`src/rtl/branch_predictor_unit.sv`:
```
// Dynamic branch predictor: direct-mapped BTB with 2-bit counters for fetch lookup,
// plus decode-side resolve/redirect and table training.
module branch_predictor_unit #(
    parameter int          XLEN           = 32,
    parameter int          ENTRIES        = 16,
    parameter int          IDX_BITS       = $clog2(ENTRIES),
    parameter int          TAG_BITS       = XLEN - IDX_BITS - 2,
    parameter logic [1:0]  CNT_INIT_TAKEN = 2'b10
) (
    input  logic            clk,
    input  logic            reset,
    input  logic [XLEN-1:0] pcF,
    output logic            predTakenF,
    output logic [XLEN-1:0] predTargetF,
    input  logic            brValidD,
    input  logic            isJumpD,
    input  logic            stallD,
    input  logic [XLEN-1:0] pcD,
    input  logic            predTakenD,
    input  logic [XLEN-1:0] predTargetD,
    input  logic            actTakenD,
    input  logic [XLEN-1:0] actTargetD,
    output logic            FlushD,
    output logic            redirectValid,
    output logic [XLEN-1:0] redirectPC,
    output logic [31:0]     branchCount,
    output logic [31:0]     mispredCount
);

    logic [IDX_BITS-1:0] f_idx, d_idx;
    logic [TAG_BITS-1:0] f_tag, d_tag;
    logic                resolve_en;
    logic                mispredict;
    logic                unused_pc_bits;

    logic                ent_valid  [ENTRIES];
    logic [TAG_BITS-1:0] ent_tag    [ENTRIES];
    logic [XLEN-1:0]     ent_target [ENTRIES];
    logic [1:0]          ent_cnt    [ENTRIES];
    logic                ent_jump   [ENTRIES];

    logic [31:0] branch_count_reg;
    logic [31:0] mispred_count_reg;

    assign f_idx = pcF[IDX_BITS+1:2];
    assign f_tag = pcF[XLEN-1:IDX_BITS+2];
    assign d_idx = pcD[IDX_BITS+1:2];
    assign d_tag = pcD[XLEN-1:IDX_BITS+2];
    assign unused_pc_bits = ^{pcF[1:0], pcD[1:0]};

    assign resolve_en = brValidD & ~stallD & ~reset;

    // Each entry owns its registers; only the entry addressed by pcD trains.
    generate
        for (genvar gi = 0; gi < ENTRIES; gi++) begin : g_entry
            logic                valid_reg;
            logic [TAG_BITS-1:0] tag_reg;
            logic [XLEN-1:0]     target_reg;
            logic [1:0]          cnt_reg;
            logic                jump_reg;
            logic                sel;
            logic                hit;

            assign sel = resolve_en && (d_idx == IDX_BITS'(gi));
            assign hit = valid_reg && (tag_reg == d_tag);

            always_ff @(posedge clk) begin
                if (reset) begin
                    valid_reg  <= 1'b0;
                    tag_reg    <= '0;
                    target_reg <= '0;
                    cnt_reg    <= 2'b01;
                    jump_reg   <= 1'b0;
                end else if (sel) begin
                    if (hit) begin
                        if (actTakenD) begin
                            if (cnt_reg != 2'b11) cnt_reg <= cnt_reg + 2'b01;
                            target_reg <= actTargetD;
                        end else if (cnt_reg != 2'b00) begin
                            cnt_reg <= cnt_reg - 2'b01;
                        end
                        jump_reg <= isJumpD;
                    end else if (actTakenD) begin
                        valid_reg  <= 1'b1;
                        tag_reg    <= d_tag;
                        target_reg <= actTargetD;
                        jump_reg   <= isJumpD;
                        cnt_reg    <= isJumpD ? 2'b11 : CNT_INIT_TAKEN;
                    end
                end
            end

            assign ent_valid[gi]  = valid_reg;
            assign ent_tag[gi]    = tag_reg;
            assign ent_target[gi] = target_reg;
            assign ent_cnt[gi]    = cnt_reg;
            assign ent_jump[gi]   = jump_reg;
        end
    endgenerate

    // Lookup sees pre-update contents; there is deliberately no bypass from decode.
    always_comb begin
        predTakenF  = 1'b0;
        predTargetF = '0;
        if (!reset && ent_valid[f_idx] && (ent_tag[f_idx] == f_tag)
                && (ent_jump[f_idx] || ent_cnt[f_idx][1])) begin
            predTakenF  = 1'b1;
            predTargetF = ent_target[f_idx];
        end
    end

    always_comb begin
        mispredict    = 1'b0;
        FlushD        = 1'b0;
        redirectValid = 1'b0;
        redirectPC    = '0;
        if (resolve_en) begin
            if (predTakenD && !actTakenD) begin
                mispredict = 1'b1;
                redirectPC = pcD + XLEN'(4);
            end else if (actTakenD && (!predTakenD || (predTargetD != actTargetD))) begin
                mispredict = 1'b1;
                redirectPC = actTargetD;
            end
            FlushD        = mispredict;
            redirectValid = mispredict;
        end
    end

    always_ff @(posedge clk) begin
        if (reset) begin
            branch_count_reg  <= '0;
            mispred_count_reg <= '0;
        end else if (resolve_en) begin
            branch_count_reg  <= branch_count_reg + 32'd1;
            mispred_count_reg <= mispred_count_reg + {31'b0, mispredict};
        end
    end

    assign branchCount  = branch_count_reg;
    assign mispredCount = mispred_count_reg;

endmodule

```
`config.mk`:
```
export PLATFORM = sky130hd
export DESIGN_NAME = branch_predictor_unit
export DESIGN_NICKNAME = d
export VERILOG_FILES = /design/src/rtl/branch_predictor_unit.sv
export SDC_FILE = /design/constraint.sdc
export NUM_CORES = 2
export LEC_CHECK = 0
export CORE_UTILIZATION = 43
export DETAILED_ROUTE_END_ITERATION = 8
export MAX_ROUTING_LAYER = met4
export PLACE_DENSITY = 0.72
export SLEW_MARGIN = 20
export SYNTH_ARGS = -nofsm -noshare
export SYNTH_HDL_FRONTEND = slang
export SYNTH_SLANG_ARGS = --single-unit
export TNS_END_PERCENT = 10
```
`constraint.sdc`:
```
create_clock -name clk -period 8.1 [get_ports clk]
set_input_delay 2.43 -clock clk [delete_from_list [all_inputs] [get_ports clk]]
set_output_delay 2.43 -clock clk [all_outputs]
set_load 0.01 [all_outputs]
```
==> results.sh <==
export IMPL_whs_ps=450.5
export IMPL_dieArea_mm2=0.1248
export IMPL_critPathMaxStageDelay_ps=570
export IMPL_outcome="completed"
export IMPL_yosys_area_share_adder=0.001650
export IMPL_wl_per_cell_um=25.31
export IMPL_cp_max_fo=33
export IMPL_synth_top_family_by_area="multiplexers"
export IMPL_htree_num_levels=3
export IMPL_grt_overflow_total=0
export IMPL_die_x_um=353.3
export IMPL_ios=266
export IMPL_syn_to_final_growth_pct=16.65
export IMPL_leakage_uw=0.02017
export IMPL_drtAntennaViolNets=0
export IMPL_hold_viol_final=0
export IMPL_netlist_instances=5917
export IMPL_fill_cells=11040
export IMPL_final_cells=7744
export IMPL_core_area_mm2=0.1220
export IMPL_final_cell_mix="1,103 x nand2_1, 1,056 x dfxtp_1, 611 x nor2_1"
export IMPL_dieHeight_um=353.3
export IMPL_syn_area_mm2=0.05308
export IMPL_syn_area_per_cell_um2=8.970
export IMPL_grt_pass1_wl_um=286500
export IMPL_firstDrtPassIters=6
export IMPL_synthMuxAreaShare=0.2003
export IMPL_port_buffers=263
export IMPL_synth_xor_area_share=0.09488
export IMPL_ys_ff_latch=1056
export IMPL_crit_slowest_cell="mux4_2"
export IMPL_synthSimpleGateAreaFrac=0.1784
export IMPL_postSynthNetCount=6059
export IMPL_cts_buffers=112
export IMPL_max_slew_worst_pin_slew_ps=1232
export IMPL_drt_initial_drc_count=5942
export IMPL_cp_start_kind="input pin"
export IMPL_cts_root_buf="clkbuf_16"
export IMPL_place_inst=7528
export IMPL_drive_gt1_frac=0.1386
export IMPL_grt_max_degree=113
export IMPL_gp_congestion=1.008
export IMPL_drc=0
export IMPL_synth_flop_cell="dfxtp_1"
export IMPL_synth_area_leaders="dfxtp_1 40%, mux4_2 10%, mux2i_1 9.7%"
export IMPL_fin_skew_ps=108.0
export IMPL_clock_sinks=1056
export IMPL_synth_top_cell_by_area="dfxtp_1"
export IMPL_clkLatencyLatePin_ps=770
export IMPL_synth_edf_count=0
export IMPL_synthArstFlopShare=0
export IMPL_rsz0062_at_grt="false"
export IMPL_cp_required_ps=5670
export IMPL_vias=46190
export IMPL_fin_crit_sh=0.9906
export IMPL_cp_common_cell="buf_12"
export IMPL_hp_class="flop to flop"
export IMPL_dp_hpwl_um=130600
export IMPL_max_slew_margin=0.1721
export IMPL_powerDensity_mw_per_mm2=188.6
export IMPL_clk_path_buf_depth=3
export IMPL_start_util=0.4349
export IMPL_num_rows=128
export IMPL_ir_drop_mv=0.1725
export IMPL_maxCapViolCount=0
export IMPL_synth_top_area_share=0.3983
export IMPL_antenna_found_initial=8
export IMPL_yosysWarnings=0
export IMPL_track_usage=0.3127
export IMPL_worstSetupEndpointType="primary output"
export IMPL_total_power_uw=11680
export IMPL_synth_compound_area_share=0.08086
export IMPL_worstSetupPathType="input pin to primary output"
export IMPL_clk_pin_slew_worst_paths_ps=60
export IMPL_setup_viol=0
export IMPL_cp_data_arrival_time_ps=5590
export IMPL_fin_nets=6160
export IMPL_final_setup_tns_ps=0
export IMPL_period_minus_slack_ps=8024
export IMPL_yosysUniqueCellTypes=69
export IMPL_final_common_cell="nand2_1"
export IMPL_fmax_ghz=0.1246
export IMPL_via_per_inst=5.964
export IMPL_drv_slew=0
export IMPL_largest_register_ffs=512
export IMPL_synth_seq_area_share=0.3983
export IMPL_drt_wl_total_um=196000
export IMPL_grt_pass1_vias=44100
export IMPL_cts_tree="done"
export IMPL_path_cells="buf_8, buf_12, mux4_2, xnor2_1, o2111ai_1, a211oi_2, a41oi_2, a2111o_2, buf_12, nor4_2, clkdlybuf4s15_1"
worst max-delay path, delay by kind of cell:
| kind | cells | cell delay, ps |
|---|---|---|
| buffers and inverters | 4 | 850 |
| and+or+nand+nor | 1 | 330 |
| muxes | 1 | 570 |
| AOI/OAI and AO/OA | 4 | 1150 |
| xor gates and xnor gates | 1 | 160 |
layer usage:
metal | wire length [um] | part of all wire | GRT usage
met1 | 75710 | 0.39 | 0.3941
met2 | 84720 | 0.43 | 0.4588
met3 | 24640 | 0.13 | 0.08615
met4 | 10940 | 0.056 | 0.1552
met5 | 0 | 0 | -
worst paths after layout:
path | endpoint | slack [ps] | start | cells after the start
min reg2reg | g_entry[13].target_reg[11] | 450 | g_entry[13].target_reg[11] | 2
max reg2reg | g_entry[10].tag_reg[9] | 4460 | g_entry[10].tag_reg[14] | 8
max | predTargetF[9] | 80 | pcF[2] | 11
min | g_entry[13].target_reg[11] | 450 | g_entry[13].target_reg[11] | 2
Yosys cell counts (17+ instances only):
| cell | number |
|---|---|
| a211oi_1 | 33 |
| xnor2_1 | 482 |
| nand3_1 | 83 |
| o21ai_0 | 32 |
| mux4_2 | 239 |
| or3_1 | 19 |
| a21oi_1 | 562 |
| buf_4 | 23 |
| a22oi_1 | 21 |
| xor2_1 | 93 |
| clkbuf_1 | 369 |
| nand2_1 | 1119 |
| nand4_1 | 129 |
| nor2b_1 | 22 |
| nor4_2 | 45 |
| nor2_1 | 633 |
| nor3_1 | 17 |
| inv_1 | 27 |
| nand2b_1 | 17 |
| dfxtp_1 | 1056 |
| buf_2 | 108 |
| buf_1 | 39 |
| mux2i_1 | 514 |
| o21bai_1 | 19 |
power by group:
group	total, uW	switching, uW	internal [uW]	leakage (uW)
Sequential	5220	12.9	5210	0.00850
Clock	5470	2300	3170	0.00193
Combinational	990	652	338	0.00973
repair_timing:
action / 4_1_cts / 5_1_grt
hold buffers: 0 / 0
setup buffers: 0 / 0
gates resized for setup: 65 / 23
pin swaps: 4 / 3
setup endpoints to repair: 67 / 60
logic make-up after synthesis:
| group | count (synthesis) |
|---|---|
| AO/OA/AOI/OAI | 768 |
| adder cells (fa/ha/maj) | 7 |
| flip-flops | 1056 |
| buffers and inverters | 573 |
| multiplexers | 762 |
| AND/OR/NAND/NOR | 2176 |
| XOR/XNOR | 575 |
layout make-up:
cell class | instances | area (um^2) | share of cell area
multi-input combinational | 4288 | 29910 | 0.4832
sequential | 1056 | 21140 | 0.3415
timing repair buffer | 533 | 4747 | 0.07668
clock buffer | 164 | 3308 | 0.05343
tap | 1625 | 2033 | 0.03284
clock inverter | 43 | 646.9 | 0.01045
inverter | 27 | 101.3 | 0.001637
antenna | 8 | 20.02 | 0.0003234
per-stage QoR:
| stage | worst slack [ps] | utilization | cell area [um^2] |
|---|---|---|---|
| 4_1_cts | -150.0 | 0.5062 | 61770 |
| 6_report | 76.13 | 0.5073 | 61910 |
| 2_1_floorplan | 718.5 | - | 53080 |
| 3_5_place_dp | -792.9 | 0.4738 | 57820 |
| 5_1_grt | 1.644 | 0.5073 | 61910 |
| 3_3_place_gp | -778.4 | 0.4737 | 57810 |
No activity file was read; power rests on OpenSTA's default activity.
